## config.mk

```make
export PLATFORM = sky130hd
export DESIGN_NAME = score_text_buf_flat
export DESIGN_NICKNAME = d
export VERILOG_FILES = /design/src/rtl/score_text_buf_if.sv /design/src/rtl/score_text_buf.sv /design/src/flat_wrapper.sv
export SDC_FILE = /design/constraint.sdc
export NUM_CORES = 1
export LEC_CHECK = 0
export BUFFER_PORTS_ARGS = -buffer_cell sky130_fd_sc_hd__buf_2
export CAP_MARGIN = 25
export CORE_MARGIN = 4
export CORE_UTILIZATION = 50
export CTS_CLUSTER_DIAMETER = 200
export DETAILED_ROUTE_END_ITERATION = 12
export PLACE_DENSITY = 0.81
export SETUP_SLACK_MARGIN = 0.1
export SKIP_CTS_REPAIR_TIMING = 1
export SLEW_MARGIN = 20
export SYNTH_ARGS = -nofsm -noshare
export SYNTH_HDL_FRONTEND = slang
export SYNTH_SLANG_ARGS = --single-unit
```

## constraint.sdc

```tcl
create_clock -name clk -period 1.71 [get_ports clk]
set_clock_uncertainty 0.05 [all_clocks]
set_input_delay 0.342 -clock clk [delete_from_list [all_inputs] [get_ports clk]]
set_output_delay 0.342 -clock clk [all_outputs]
set_load 0.01 [all_outputs]
```

## src/rtl/score_text_buf_if.sv

```systemverilog
// score_text_buf_if: bundles the score-update and character-lookup signals
// of score_text_buf.
//   score, score_valid : binary score and its one-cycle capture strobe
//   vblnk_in           : vertical blank, only used by the frame-sync build
//   char_xy, char_code : renderer character index and registered ASCII code
//   busy               : high while a conversion or commit is in flight
// master drives score/strobe/vblank/index; slave is the buffer itself.
interface score_text_buf_if #(
  parameter int unsigned SCORE_WIDTH = 16
);
  logic [SCORE_WIDTH-1:0] score;
  logic                   score_valid;
  logic                   vblnk_in;
  logic [7:0]             char_xy;
  logic [7:0]             char_code;
  logic                   busy;

  modport master (
    output score, score_valid, vblnk_in, char_xy,
    input  char_code, busy
  );

  modport slave (
    input  score, score_valid, vblnk_in, char_xy,
    output char_code, busy
  );
endinterface

```

## src/rtl/score_text_buf.sv

```systemverilog
// score_text_buf: character source for the text renderer. Holds the line
// "SCORE nnnnn" and converts a binary score to five decimal digits with a
// sequential double-dabble engine (16 shift cycles).
// Ports:
//   clk  : pixel clock shared with the renderer
//   rst  : asynchronous active-low reset
//   bus  : score_text_buf_if.slave (score/score_valid in, vblnk_in in,
//          char_xy in, char_code out registered one cycle, busy out)
// Optional build macro SCORE_FRAME_SYNC_EN: hold the new digits until the
// next rising edge of vblnk_in so the text never changes mid-frame.
module score_text_buf #(
  parameter int unsigned SCORE_WIDTH = 16,
  parameter int unsigned DIGITS      = 5,
  parameter int unsigned DIGIT_POS   = 6,
  parameter int unsigned LINE_CHARS  = 16,
  parameter logic [7:0]  BLANK_CODE  = 8'h20
) (
  input logic              clk,
  input logic              rst,
  score_text_buf_if.slave  bus
);

  localparam int unsigned BinW = 16;
  localparam int unsigned BcdW = 4 * DIGITS;
  localparam int unsigned ShW  = BcdW + BinW;

  typedef enum logic [1:0] {StIdle, StShift, StCommit, StWaitSync} state_e;

  state_e                       state_q, state_d;
  logic [ShW-1:0]               sh_q, sh_d, sh_adj;
  logic [3:0]                   iter_q, iter_d;
  logic [DIGITS-1:0][3:0]       work_q, work_d;
  logic [DIGITS-1:0][3:0]       disp_q, disp_d;
  logic [SCORE_WIDTH-1:0]       pend_q, pend_d;
  logic                         pend_vld_q, pend_vld_d;
  logic [7:0]                   char_code_q, char_code_d;
  logic                         sync_ok;

`ifdef SCORE_FRAME_SYNC_EN
  logic vblnk_q, vblnk_qq;

  always_ff @(posedge clk or negedge rst) begin
    if (!rst) begin
      vblnk_q  <= 1'b0;
      vblnk_qq <= 1'b0;
    end else begin
      vblnk_q  <= bus.vblnk_in;
      vblnk_qq <= vblnk_q;
    end
  end

  assign sync_ok = vblnk_q & ~vblnk_qq;
`else
  assign sync_ok = 1'b1;
`endif

  // Double-dabble adjust step: every BCD nibble >= 5 gets +3 before the shift.
  always_comb begin
    sh_adj = sh_q;
    for (int i = 0; i < int'(DIGITS); i++) begin
      if (sh_q[BinW+4*i +: 4] >= 4'd5) begin
        sh_adj[BinW+4*i +: 4] = sh_q[BinW+4*i +: 4] + 4'd3;
      end
    end
  end

  always_comb begin
    state_d    = state_q;
    sh_d       = sh_q;
    iter_d     = iter_q;
    work_d     = work_q;
    disp_d     = disp_q;
    pend_d     = pend_q;
    pend_vld_d = pend_vld_q;

    // Strobes arriving while busy park in the one-deep pending slot; last wins.
    if (bus.score_valid && (state_q != StIdle)) begin
      pend_d     = bus.score;
      pend_vld_d = 1'b1;
    end

    unique case (state_q)
      StIdle: begin
        if (bus.score_valid) begin
          sh_d    = {BcdW'(0), BinW'(bus.score)};
          iter_d  = 4'd0;
          state_d = StShift;
        end
      end
      StShift: begin
        sh_d   = {sh_adj[ShW-2:0], 1'b0};
        iter_d = iter_q + 4'd1;
        if (iter_q == 4'd15) state_d = StCommit;
      end
      StCommit: begin
        work_d  = sh_q[ShW-1 -: BcdW];
        state_d = StWaitSync;
      end
      StWaitSync: begin
        if (sync_ok) begin
          disp_d = work_q;
          // A strobe in this very cycle is newer than anything pending.
          if (bus.score_valid) begin
            sh_d       = {BcdW'(0), BinW'(bus.score)};
            iter_d     = 4'd0;
            pend_vld_d = 1'b0;
            state_d    = StShift;
          end else if (pend_vld_q) begin
            sh_d       = {BcdW'(0), BinW'(pend_q)};
            iter_d     = 4'd0;
            pend_vld_d = 1'b0;
            state_d    = StShift;
          end else begin
            state_d = StIdle;
          end
        end
      end
      default: state_d = StIdle;
    endcase
  end

  // Character lookup; registered below for a fixed one-cycle read latency.
  always_comb begin
    char_code_d = BLANK_CODE;
    if (32'(bus.char_xy) < LINE_CHARS) begin
      for (int unsigned k = 0; k < DIGITS; k++) begin
        if (32'(bus.char_xy) == DIGIT_POS + k) char_code_d = {4'h3, disp_q[DIGITS-1-k]};
      end
      case (bus.char_xy)
        8'd0:    char_code_d = 8'h53;
        8'd1:    char_code_d = 8'h43;
        8'd2:    char_code_d = 8'h4F;
        8'd3:    char_code_d = 8'h52;
        8'd4:    char_code_d = 8'h45;
        default: ;
      endcase
    end
  end

  always_ff @(posedge clk or negedge rst) begin
    if (!rst) begin
      state_q     <= StIdle;
      sh_q        <= '0;
      iter_q      <= 4'd0;
      work_q      <= '0;
      disp_q      <= '0;
      pend_q      <= '0;
      pend_vld_q  <= 1'b0;
      char_code_q <= BLANK_CODE;
    end else begin
      state_q     <= state_d;
      sh_q        <= sh_d;
      iter_q      <= iter_d;
      work_q      <= work_d;
      disp_q      <= disp_d;
      pend_q      <= pend_d;
      pend_vld_q  <= pend_vld_d;
      char_code_q <= char_code_d;
    end
  end

  assign bus.char_code = char_code_q;
  assign bus.busy      = (state_q != StIdle);

endmodule

```

## src/flat_wrapper.sv

```systemverilog
// flat-port wrapper written by rule: the top's interface ports become plain ports
module score_text_buf_flat 
#(
  parameter int unsigned SCORE_WIDTH = 16,
  parameter int unsigned DIGITS      = 5,
  parameter int unsigned DIGIT_POS   = 6,
  parameter int unsigned LINE_CHARS  = 16,
  parameter logic [7:0]  BLANK_CODE  = 8'h20
)
  (clk, rst, bus_score, bus_score_valid, bus_vblnk_in, bus_char_xy, bus_char_code, bus_busy);
  score_text_buf_if #(.SCORE_WIDTH(SCORE_WIDTH)) bus_i ();
  input logic clk;
  input logic rst;
  input wire logic [$bits(bus_i.score)-1:0] bus_score;
  input wire logic [$bits(bus_i.score_valid)-1:0] bus_score_valid;
  input wire logic [$bits(bus_i.vblnk_in)-1:0] bus_vblnk_in;
  input wire logic [$bits(bus_i.char_xy)-1:0] bus_char_xy;
  output wire logic [$bits(bus_i.char_code)-1:0] bus_char_code;
  output wire logic [$bits(bus_i.busy)-1:0] bus_busy;
  assign bus_i.score = bus_score;
  assign bus_i.score_valid = bus_score_valid;
  assign bus_i.vblnk_in = bus_vblnk_in;
  assign bus_i.char_xy = bus_char_xy;
  assign bus_char_code = bus_i.char_code;
  assign bus_busy = bus_i.busy;
  score_text_buf #(.SCORE_WIDTH(SCORE_WIDTH), .DIGITS(DIGITS), .DIGIT_POS(DIGIT_POS), .LINE_CHARS(LINE_CHARS), .BLANK_CODE(BLANK_CODE)) u_core (.clk(clk), .rst(rst), .bus(bus_i));
endmodule
```

==> metrics.md, run 1 <==
| Metric | Value |
|---|---|
| Run status | `finished with violations` |
| Violated checks | `setup timing` |
| Die height | `111 um` |
| # DRC | `0` |
| Critical Path RT | `1980 ps` |
| Synth warn | `0` |
| PwrDens | `1540 mW/mm2` |
| Critical path's largest stage delay | `450 ps` |
| Final wirelength | `11300 um` |
| WL/cell | `16.9 um` |
| RSZ-0062 raised after global routing | `yes` |
| Final setup viols | `55` |
| Number of synthesized flops with an enable pin | `0` |
| CP top delay family | `simple AND/OR/NAND/NOR gates` |
| RD Place Congestion | `0.877` |
| Starting Density | `0.513` |
| Pre-Repair DR Iteration Count | `5` |
| Register area share after synthesis | `0.501` |
| Achievable Freq | `534 MHz` |
| Nets | `567` |
| Top Ports | `37` |
| Top FF cell, synth | `dfrtp_1` |
| Design Power | `9.59 mW` |
| Top-area cell type share of the netlist area | `0.496` |
| GRT Total Usage | `0.177` |
| Worst skew pair latency | `390 ps` |
| Top area cells in the synthesized netlist | `dfrtp_1 (50%), mux2_2 (15%), a22o_1 (4.3%), o21ai_0 (4.1%), ha_1 (3.5%)` |
| Critical-path top delay cell | `dfrtp_1` |
| Antenna violations before repair | `0` |
| Worst Hold Slack | `158 ps` |
| Type of the worst setup path | `reg2reg` |
| Final Hold Viols | `0` |
| Worst-path fanout max | `7` |
| Max clock buf depth | `2` |
| Die Width | `111 um` |
| Final worst slack | `-162 ps` |
| Setup_tns | `-6570 ps` |
| Number of synthesized register bits | `106` |
| ANT cells | `0` |
| Synth-to-Final Area Change | `17.6%` |
| Fraction of layout cells with a size suffix above 1 | `0.357` |
| Netlist cell types | `54` |
| Final max-slew violation count | `0` |
| Grt total ovfl | `0` |
| Post-DP HPWL | `7570 um` |
| Initial DRC Count | `208` |
| H-tree depth | `3` |
| WP data arrival | `2140 ps` |
| # port buffers | `34` |
| Worst Setup End Kind | `register` |
| Post-Syn Area | `0.00530 mm2` |
| Syn Area/Cell | `11.4 um2` |
| FFs w/ async S/R, synth | `1.00` |
| CP startpoint kind | `register` |
| Final min period | `1870 ps` |
| Root buffer selected by CTS | `clkbuf_8` |
| Hold crit path type | `in2reg` |
| Vias per inst | `5.92` |
| Routed via count | `3940` |
| Maxcap violations | `0` |
| Crit path cell chain | `inv_2, ha_1, buf_4, nor3_4, or2_4, buf_6, a22o_1` |
| CTS tree | `yes` |
| Clock-pin slew on the worst setup and hold paths | `110 ps` |
| Mapped Cells | `465` |
| VDD IR-drop max | `0.000934 V` |
| Final ANT Viol Nets | `0` |
| Floorplan row count | `37` |
| Area leader, netlist | `dfrtp_1` |
| Leakage | `2.91 nW` |
| Vias in the first global route | `3955` |
| Syn_nets | `508` |
| DIE AREA | `0.0123 mm2` |
| Largest net degree at the start of global routing | `43` |
| Clock sinks | `106` |
| Num CTS Buffers | `9` |
| Area of the core | `0.0103 mm2` |
| First-pass GRT wire length | `18300 um` |
| Fin crit share | `1.09` |
| Fillers | `817` |
| Buf/Inv on CP | `3` |
[stage by stage]
stage / worst slack (ps) / area (um2) / util / std cells
after floorplan: -140 / 5330 / - / 465
after global placement: -296 / 5760 / 0.558 / 632
after detailed placement: -165 / 5780 / 0.559 / 633
after CTS: -263 / 5960 / 0.578 / 649
after global routing: -230 / 6230 / 0.603 / 665
final: -162 / 6230 / 0.603 / 665
[Yosys cell counts, types with 2 or more instances]
cell type and instances:
nor2b_1 6, nand3_1 5, nor2_1 10, ha_1 15, a31oi_1 3, a311oi_1 2, o21ai_0 43, clkbuf_1 19
nand2_1 8, a22o_1 26, a221oi_1 3, o31ai_2 3, dfrtp_1 105, nor3b_1 4, and3_1 4, nor3_1 2
o21ai_1 18, a21oi_1 27, nand4_1 4, mux2i_1 5, o2bb2ai_1 3, inv_1 19, nand2b_1 13, buf_6 3
nor4_1 2, buf_1 2, mux2_2 72, o311ai_0 4, buf_2 6, xnor2_1 5
[report_power, final]
part	total, mW	leakage [nW]	internal, mW	switching, mW
Combinational	4.51	1.41	2.18	2.33
Sequential	3.61	1.40	3.16	0.450
Clock	1.46	0.0982	0.557	0.904
Total	9.59	2.91	5.90	3.69
[flip-flops by register name, summed over array words and instances, names as in the netlist]
register / count
u_core.bus.char_code: 7
u_core.disp_q: 20
u_core.iter_q: 4
u_core.pend_q: 16
u_core.pend_vld_q: 1
u_core.sh_q: 36
u_core.state_q: 2
u_core.work_q: 20
[metal layers]
| layer | part of all wire | global-route usage | vias up |
|---|---|---|---|
| met3 | 0.054 | 0.0426 | 24 |
| li1 | - | - | 1832 |
| met2 | 0.52 | 0.308 | 124 |
| met4 | 0.018 | 0.0583 | 0 |
| met1 | 0.41 | 0.216 | 1960 |
| met5 | 0 | 0 | - |
[placed cells by master, fill, tap and decap left out, types with 4 or more instances in the layout]
cell,netlist,layout
a21oi_1,27,27
a22o_1,26,26
and3_1,4,4
buf_2,6,32
buf_4,1,29
buf_6,3,12
clkbuf_8,0,9
dfrtp_1,105,105
ha_1,15,13
inv_1,19,16
mux2_2,72,72
mux2i_1,5,5
nand2_1,8,8
nand2b_1,13,13
nand3_1,5,5
nand4_1,4,4
nor2_1,10,8
nor2b_1,6,4
nor3b_1,4,4
o21ai_0,43,38
o21ai_1,18,22
xnor2_1,5,5
[path summary, 6_finish.rpt]
check                                         startpoint                           end  slack (ps)  depth (start not counted)
max                        u_core.state_q[1]$_DFFE_PN0P_   u_core.sh_q[22]$_DFFE_PN0P_        -160                          7
min                                         bus_score[0]  u_core.pend_q[0]$_DFFE_PN0P_         160                          2
max reg2reg                u_core.state_q[1]$_DFFE_PN0P_   u_core.sh_q[22]$_DFFE_PN0P_        -160                          7
min reg2reg                 u_core.work_q[1]$_DFFE_PN0N_  u_core.disp_q[1]$_DFFE_PN0P_         440                          2
max in group asynchronous                            rst  u_core.iter_q[3]$_DFFE_PN0P_         650                          3
min in group asynchronous                            rst  u_core.work_q[5]$_DFFE_PN0N_         390                          2
[cell families after synthesis]
group / Yosys count / synth area share
AOI/OAI and AO/OA: 146 / 0.181
DFF: 106 / 0.501
muxes: 77 / 0.162
and+or+nand+nor: 63 / 0.0668
buffers and inverters: 51 / 0.0427
adders and majority gates: 15 / 0.0354
xor gates and xnor gates: 6 / 0.00992
other: 1 / 0.000708
[area by class of cell]
type | instances | area (um2) | area share
Clock buffer | 9 | 124 | 0.0199
Clock inverter | 7 | 63.8 | 0.0102
Inverter | 19 | 73.8 | 0.0118
Multi-Input combinational cell | 308 | 2520 | 0.405
Sequential cell | 106 | 2650 | 0.426
Tap cell | 136 | 170 | 0.0273
Timing Repair Buffer | 80 | 621 | 0.0996
(Power assumes the default switching activity.)
==> run 2: changes to the inputs <==
- ABC_AREA: not set -> 1
- MAX_ROUTING_LAYER: not set -> met4
==> metrics.md, run 2 <==
| Metric | Value |
|---|---|
| Clock-pin slew on the worst setup and hold paths | `100 ps (was 110 ps)` |
| Nets | `725 (was 567)` |
| FF-to-FF End | `u_core.iter_q[3]$_DFFE_PN0P_ (was u_core.sh_q[22]$_DFFE_PN0P_)` |
| Num CTS Buffers | `9 (unchanged)` |
| Largest net degree at the start of global routing | `51 (was 43)` |
| Post-DP HPWL | `7590 um (was 7570 um)` |
| Initial DRC Count | `362 (was 208)` |
| Storage cell area | `0.00266 mm2 (was 0.00265 mm2)` |
| Max clock buf depth | `2 (unchanged)` |
| Vias in the first global route | `4151 (was 3955)` |
| Area leader, netlist | `dfrtp_1 (unchanged)` |
| Area of the core | `0.0103 mm2 (about the same)` |
| Vias per inst | `5.51 (was 5.92)` |
| Register area share after synthesis | `0.504 (was 0.501)` |
| Netlist cell types | `33 (was 54)` |
| Starting Density | `0.513 (about the same)` |
| Leakage | `2.97 nW (was 2.91 nW)` |
| Top area cells in the synthesized netlist | `dfrtp_1 (50%), o21ai_0 (11%), nand2_1 (6.7%), inv_1 (6.5%), a21oi_1 (4.2%) (was dfrtp_1 (50%), mux2_2 (15%), a22o_1 (4.3%), o21ai_0 (4.1%), ha_1 (3.5%))` |
| Syn_nets | `672 (was 508)` |
| Worst-path fanout max | `5 (was 7)` |
| M2 GR Usage | `0.303 (was 0.308)` |
| Post-route cell area | `0.00635 mm2 (was 0.00623 mm2)` |
| Hold path start | `bus_score[1] (was bus_score[0])` |
| Number of synthesized register bits | `106 (unchanged)` |
| Met3 usage | `0.0317 (was 0.0426)` |
| Leading cell types by count after synthesis | `o21ai_0 (119), dfrtp_1 (105), nand2_1 (94) (was dfrtp_1 (105), mux2_2 (72), o21ai_0 (43))` |
| Grt total ovfl | `0 (unchanged)` |
| R2R setup slack | `8 ps (was -160 ps)` |
| CTS tree | `yes (unchanged)` |
| Top flop regs | `u_core.sh_q: 36 flops, u_core.disp_q: 20 flops, u_core.work_q: 20 flops (unchanged)` |
| RD Place Congestion | `0.869 (was 0.877)` |
| Commonest non-fill, non-tap cell in the layout | `dfrtp_1 (unchanged)` |
| R2R cell count | `8 (was 7)` |
| Final Hold Viols | `0 (unchanged)` |
| First-pass GRT wire length | `18800 um (was 18300 um)` |
| Mapped Cells | `629 (was 465)` |
| DP Area | `0.00568 mm2 (was 0.00578 mm2)` |
| ANT cells | `0 (unchanged)` |
| Maxcap violations | `0 (unchanged)` |
| Achievable Freq | `587 MHz (was 534 MHz)` |
| Final setup viols | `0 (was 55)` |
| Type of the worst setup path | `reg2reg (unchanged)` |
| Max reg flops | `36 (unchanged)` |
| # DRC | `0 (unchanged)` |
| Most frequent cell after synthesis | `o21ai_0 (was dfrtp_1)` |
| Syn Area/Cell | `8.38 um2 (was 11.4 um2)` |
| Top FF cell, synth | `dfrtp_1 (unchanged)` |
| Worst skew pair latency | `370 ps (was 390 ps)` |
| Met1 Resource Use GR | `0.238 (was 0.216)` |
| Die height | `111 um (about the same)` |
| Post-Syn Area | `0.00527 mm2 (was 0.00530 mm2)` |
| Area of the multi-input gates | `0.00229 mm2 (was 0.00252 mm2)` |
| Routed via count | `4531 (was 3940)` |
| Critical Path RT | `1920 ps (was 1980 ps)` |
| Final Util | `0.618 (was 0.603)` |
| Top Ports | `37 (unchanged)` |
| Hold crit path type | `in2reg (unchanged)` |
| Floorplan row count | `37 (unchanged)` |
| DIE AREA | `0.0122 mm2 (was 0.0123 mm2)` |
| Final ANT Viol Nets | `0 (unchanged)` |
| Top-area cell type share of the netlist area | `0.499 (was 0.496)` |
| Most frequent cells in the layout | `dfrtp_1 (104), nand2_1 (90), o21ai_0 (90) (was dfrtp_1 (105), mux2_2 (72), o21ai_0 (38))` |
| Final min period | `1700 ps (was 1870 ps)` |
| WP data arrival | `1910 ps (was 2140 ps)` |
| Synth warn | `0 (unchanged)` |
| H-tree depth | `3 (unchanged)` |
| FFs w/ async S/R, synth | `1.00 (unchanged)` |
| Most flop-heavy register | `u_core.sh_q (unchanged)` |
| Final max-slew violation count | `0 (unchanged)` |
| Pre-Repair DR Iteration Count | `6 (was 5)` |
| Synth-to-Final Area Change | `20.5% (was 17.6%)` |
| Clock sinks | `106 (unchanged)` |
| Worst-case hold path end point | `u_core.pend_q[1]$_DFFE_PN0P_ (was u_core.pend_q[0]$_DFFE_PN0P_)` |
| Run status | `finished clean (was finished with violations)` |
| Busiest grt layer | `met2 (unchanged)` |
| # port buffers | `34 (unchanged)` |
| GRT Total Usage | `0.187 (was 0.177)` |
| RSZ-0062 raised after global routing | `yes (unchanged)` |
| WL/cell | `15.0 um (was 16.9 um)` |
| WHS Path Cells | `3 (was 2)` |
| Final wirelength | `12300 um (was 11300 um)` |
| VDD IR-drop max | `0.00101 V (was 0.000934 V)` |
| Root buffer selected by CTS | `clkbuf_8 (unchanged)` |
| Reg-to-Reg Start | `u_core.state_q[1]$_DFFE_PN0P_ (unchanged)` |
| Fillers | `776 (was 817)` |
| Fraction of layout cells with a size suffix above 1 | `0.226 (was 0.357)` |
| Die Width | `111 um (about the same)` |
| Antenna violations before repair | `0 (unchanged)` |
| Number of synthesized flops with an enable pin | `0 (unchanged)` |
| Fin crit share | `0.995 (was 1.09)` |
| CP startpoint kind | `register (unchanged)` |
| PwrDens | `1660 mW/mm2 (was 1540 mW/mm2)` |
| Worst Setup End Kind | `register (unchanged)` |
## run 2: cell types whose count changed after synthesis, moves of 12 or more
cell	before	now
a21oi_1	27	44
a22o_1	26	1
inv_1	19	91
mux2_2	72	0
nand2_1	8	94
nand2b_1	13	0
nand3_1	5	28
nor2_1	10	32
nor3_1	2	16
o21ai_0	43	119
o21ai_1	18	6
## run 2: routing by layer
layer  vias up  share of wire
li1       2165              -
met1      2186           0.41
met2       149           0.51
met3        31          0.046
met4         0          0.028
met5         -              0
## run 2: stage by stage
stage	hold WS (ps)	TNS (ps)	setup slack, ps	power, mW	instances
floorplan	-3.59	0	112	6.29	629
global placement	150	0	69.6	7.17	789
detailed placement	152	-26.0	-15.2	7.41	789
CTS	-261	-302	-70.1	9.15	805
global route	210	-221	-66.2	11.3	823
finish	216	0	7.81	10.6	823
## run 2: where the power goes
group / internal [mW] / switching (mW)
Combinational: 2.10 / 2.88
Sequential: 3.39 / 0.469
Clock: 0.868 / 0.862
## run 2: cell type report
type | instances | share of cell area
flip-flops and latches | 106 | 0.418
multi-input cells | 398 | 0.361
repair buffers | 71 | 0.0969
inverters | 96 | 0.0615
well taps | 136 | 0.0268
clock buffers | 10 | 0.0217
clock inverters | 6 | 0.0140
## run 2: worst max-delay path, stage by stage, from the launching register on
cell,delay (ps)
dfrtp_1,450
inv_2,140
ha_4,180
inv_4,50
nand2_4,70
nand3_4,150
nor2_1,210
xor2_1,240
a21oi_2,70
## run 2: cell families (layout without fill, tap and decap cells)
kind of cell / after synthesis / after routing / share of synthesized area
XOR/XNOR: 6 / 6 / 0.00997
AO/OA/AOI/OAI: 189 / 189 / 0.198
other: 1 / 1 / 0.000712
adder cells (fa/ha/maj): 15 / 15 / 0.0356
flip-flops: 106 / 106 / 0.504
AND/OR/NAND/NOR: 187 / 187 / 0.156
buffers and inverters: 125 / 183 / 0.0962
## run 2: worst max path at each step
stage / startpoint / endpoint / depth (start not counted)
final: u_core.state_q[1]$_DFFE_PN0P_ / u_core.iter_q[3]$_DFFE_PN0P_ / 8
after global routing: u_core.state_q[1]$_DFFE_PN0P_ / u_core.iter_q[3]$_DFFE_PN0P_ / 8
after CTS: u_core.state_q[0]$_DFFE_PN0P_ / bus_busy / 4
after detailed placement: u_core.state_q[0]$_DFFE_PN0P_ / u_core.sh_q[2]$_DFFE_PN0P_ / 9
after global placement: u_core.state_q[0]$_DFFE_PN0P_ / u_core.sh_q[2]$_DFFE_PN0P_ / 9
after floorplan: u_core.state_q[1]$_DFFE_PN0P_ / u_core.sh_q[5]$_DFFE_PN0P_ / 10
==> run 3: changes to the inputs <==
- BUFFER_PORTS_ARGS: -buffer_cell sky130_fd_sc_hd__buf_2 -> -buffer_cell sky130_fd_sc_hd__buf_4
- CTS_BUF_LIST: not set -> sky130_fd_sc_hd__clkbuf_16
==> metrics.md, run 3 (same netlist as run 2, synthesis figures left out) <==
| Metric | Value |
|---|---|
| H-tree depth | `3 (unchanged)` |
| Achievable Freq | `580 MHz (was 587 MHz)` |
| Worst skew pair latency | `350 ps (was 370 ps)` |
| Fillers | `810 (was 776)` |
| Worst slew pin tran | `569 ps` |
| Area of the core | `0.0103 mm2 (unchanged)` |
| Commonest non-fill, non-tap cell in the layout | `o21ai_0 (was dfrtp_1)` |
| ANT cells | `0 (unchanged)` |
| # DRC | `0 (unchanged)` |
| Most flop-heavy register | `u_core.sh_q (unchanged)` |
| Final Hold Viols | `3 (was 0)` |
| Hold crit path type | `in2async (was in2reg)` |
| Type of the worst setup path | `reg2reg (unchanged)` |
| Initial DRC Count | `315 (was 362)` |
| Final worst slack | `-14.4 ps (was 7.81 ps)` |
| GRT Total Usage | `0.187 (about the same)` |
| Run status | `finished with violations (was finished clean)` |
| Largest net degree at the start of global routing | `107 (was 51)` |
| Top Ports | `37 (unchanged)` |
| Highest metal used | `met4 (unchanged)` |
| RSZ-0062 raised after global routing | `yes (unchanged)` |
| Pre-Repair DR Iteration Count | `5 (was 6)` |
| Slew HR | `0.621` |
| Vias per inst | `5.51 (about the same)` |
| Fraction of layout cells with a size suffix above 1 | `0.200 (was 0.226)` |
| Worst-path fanout max | `18 (was 5)` |
| Clock sinks | `106 (unchanged)` |
| Floorplan row count | `37 (unchanged)` |
| Wl on met1 | `5100 um (was 5070 um)` |
| R2R setup slack | `-10 ps (was 8 ps)` |
| PwrDens | `1610 mW/mm2 (was 1660 mW/mm2)` |
| First-pass GRT wire length | `18900 um (was 18800 um)` |
| Max clock buf depth | `2 (unchanged)` |
| WP data arrival | `1900 ps (was 1910 ps)` |
| Antenna violations before repair | `0 (unchanged)` |
| # port buffers | `34 (unchanged)` |
| Worst Setup End Kind | `register (unchanged)` |
| Routed via count | `4499 (was 4531)` |
| Root buffer selected by CTS | `clkbuf_16 (was clkbuf_8)` |
| Vias in the first global route | `4184 (was 4151)` |
| Critical Path RT | `1880 ps (was 1920 ps)` |
| Fin crit share | `1.01 (was 0.995)` |
| Final ANT Viol Nets | `0 (unchanged)` |
| Num CTS Buffers | `9 (unchanged)` |
| Final wirelength | `12300 um (about the same)` |
| Detail Route met3 WL | `518 um (was 571 um)` |
| Die Width | `111 um (unchanged)` |
| Met2 wire len | `6320 um (was 6330 um)` |
| Nets | `718 (was 725)` |
| Die height | `111 um (unchanged)` |
| Setup_tns | `-36.5 ps (was 0 ps)` |
| Starting Density | `0.513 (unchanged)` |
| CTS tree | `yes (unchanged)` |
| Violated checks | `hold timing, setup timing` |
| Worst Hold Slack | `-4.69 ps (was 216 ps)` |
| Final setup viols | `4 (was 0)` |
| Post-DP HPWL | `7350 um (was 7590 um)` |
| Final Util | `0.616 (was 0.618)` |
| Leakage | `2.95 nW (was 2.97 nW)` |
| Maxcap violations | `0 (unchanged)` |
| CP startpoint kind | `register (unchanged)` |
| WL/cell | `15.0 um (about the same)` |
| Storage cell area | `0.00266 mm2 (unchanged)` |
| RD Place Congestion | `0.892 (was 0.869)` |
| Area of the multi-input gates | `0.00227 mm2 (was 0.00229 mm2)` |
| Synth-to-Final Area Change | `20.1% (was 20.5%)` |
| Final max-slew violation count | `0 (unchanged)` |
| DIE AREA | `0.0122 mm2 (unchanged)` |
| Max reg flops | `36 (unchanged)` |
| Clock-pin slew on the worst setup and hold paths | `70 ps (was 100 ps)` |
| Grt total ovfl | `0 (unchanged)` |
| Final min period | `1720 ps (was 1700 ps)` |
| VDD IR-drop max | `0.000890 V (was 0.00101 V)` |
| Most frequent cells in the layout | `o21ai_0 (111), dfrtp_1 (104), inv_1 (92) (was dfrtp_1 (104), nand2_1 (90), o21ai_0 (90))` |
| Top flop regs | `u_core.sh_q: 36 flops, u_core.disp_q: 20 flops, u_core.work_q: 20 flops (unchanged)` |
==> run 3: worst paths after layout <==
kind	startpoint	to	depth (start not counted)
worst max-delay path	u_core.state_q[1]$_DFFE_PN0P_	u_core.sh_q[3]$_DFFE_PN0P_	9
worst min-delay path	rst	u_core.sh_q[2]$_DFFE_PN0P_	2
worst max register to register	u_core.state_q[1]$_DFFE_PN0P_	u_core.sh_q[3]$_DFFE_PN0P_	9
worst min register to register	u_core.disp_q[19]$_DFFE_PN0P_	u_core.disp_q[19]$_DFFE_PN0P_	2
max in group asynchronous	rst	u_core.sh_q[27]$_DFFE_PN0P_	2
min in group clk	bus_score[10]	u_core.pend_q[10]$_DFFE_PN0P_	3
==> run 3: routing by layer <==
metal  up-vias  global-route usage
met2       143               0.299
met4         0              0.0895
met5         -                   -
met1      2167               0.237
li1       2160                   -
met3        29              0.0240
==> run 3: cell type report <==
type	count	share of cell area
clock buffers	9	0.0356
clock inverters	7	0.00494
inverters	96	0.0601
multi-input cells	399	0.359
flip-flops and latches	106	0.420
well taps	136	0.0269
repair buffers	62	0.0923
repair inverters	1	0.00138
==> run 3: critical path, cell delays in order, from the launching register on <==
cell and delay, ps:
dfrtp_1 400, buf_4 160, ha_4 180, nor2_4 110, nand2_2 80, nand3_4 180
inv_6 80, buf_12 150, o21ai_0 90, o21ai_1 100
==> run 3: metrics by stage <==
stage	power, mW	setup slack, ps	std cells	instance area (um2)
after CTS	9.30	-130	800	5990
after global placement	7.23	77.0	784	5730
final	10.2	-14.4	816	6330
after detailed placement	7.45	20.8	784	5730
after global routing	10.9	-109	816	6330
after floorplan	6.29	112	629	5280
==> run 3: power breakdown <==
part	internal, mW	switching (mW)	total, mW	leakage [nW]
logic	1.79	2.68	4.47	1.44
registers	3.40	0.458	3.86	1.36
clock network	0.960	0.889	1.85	0.138
total	6.14	4.03	10.2	2.95
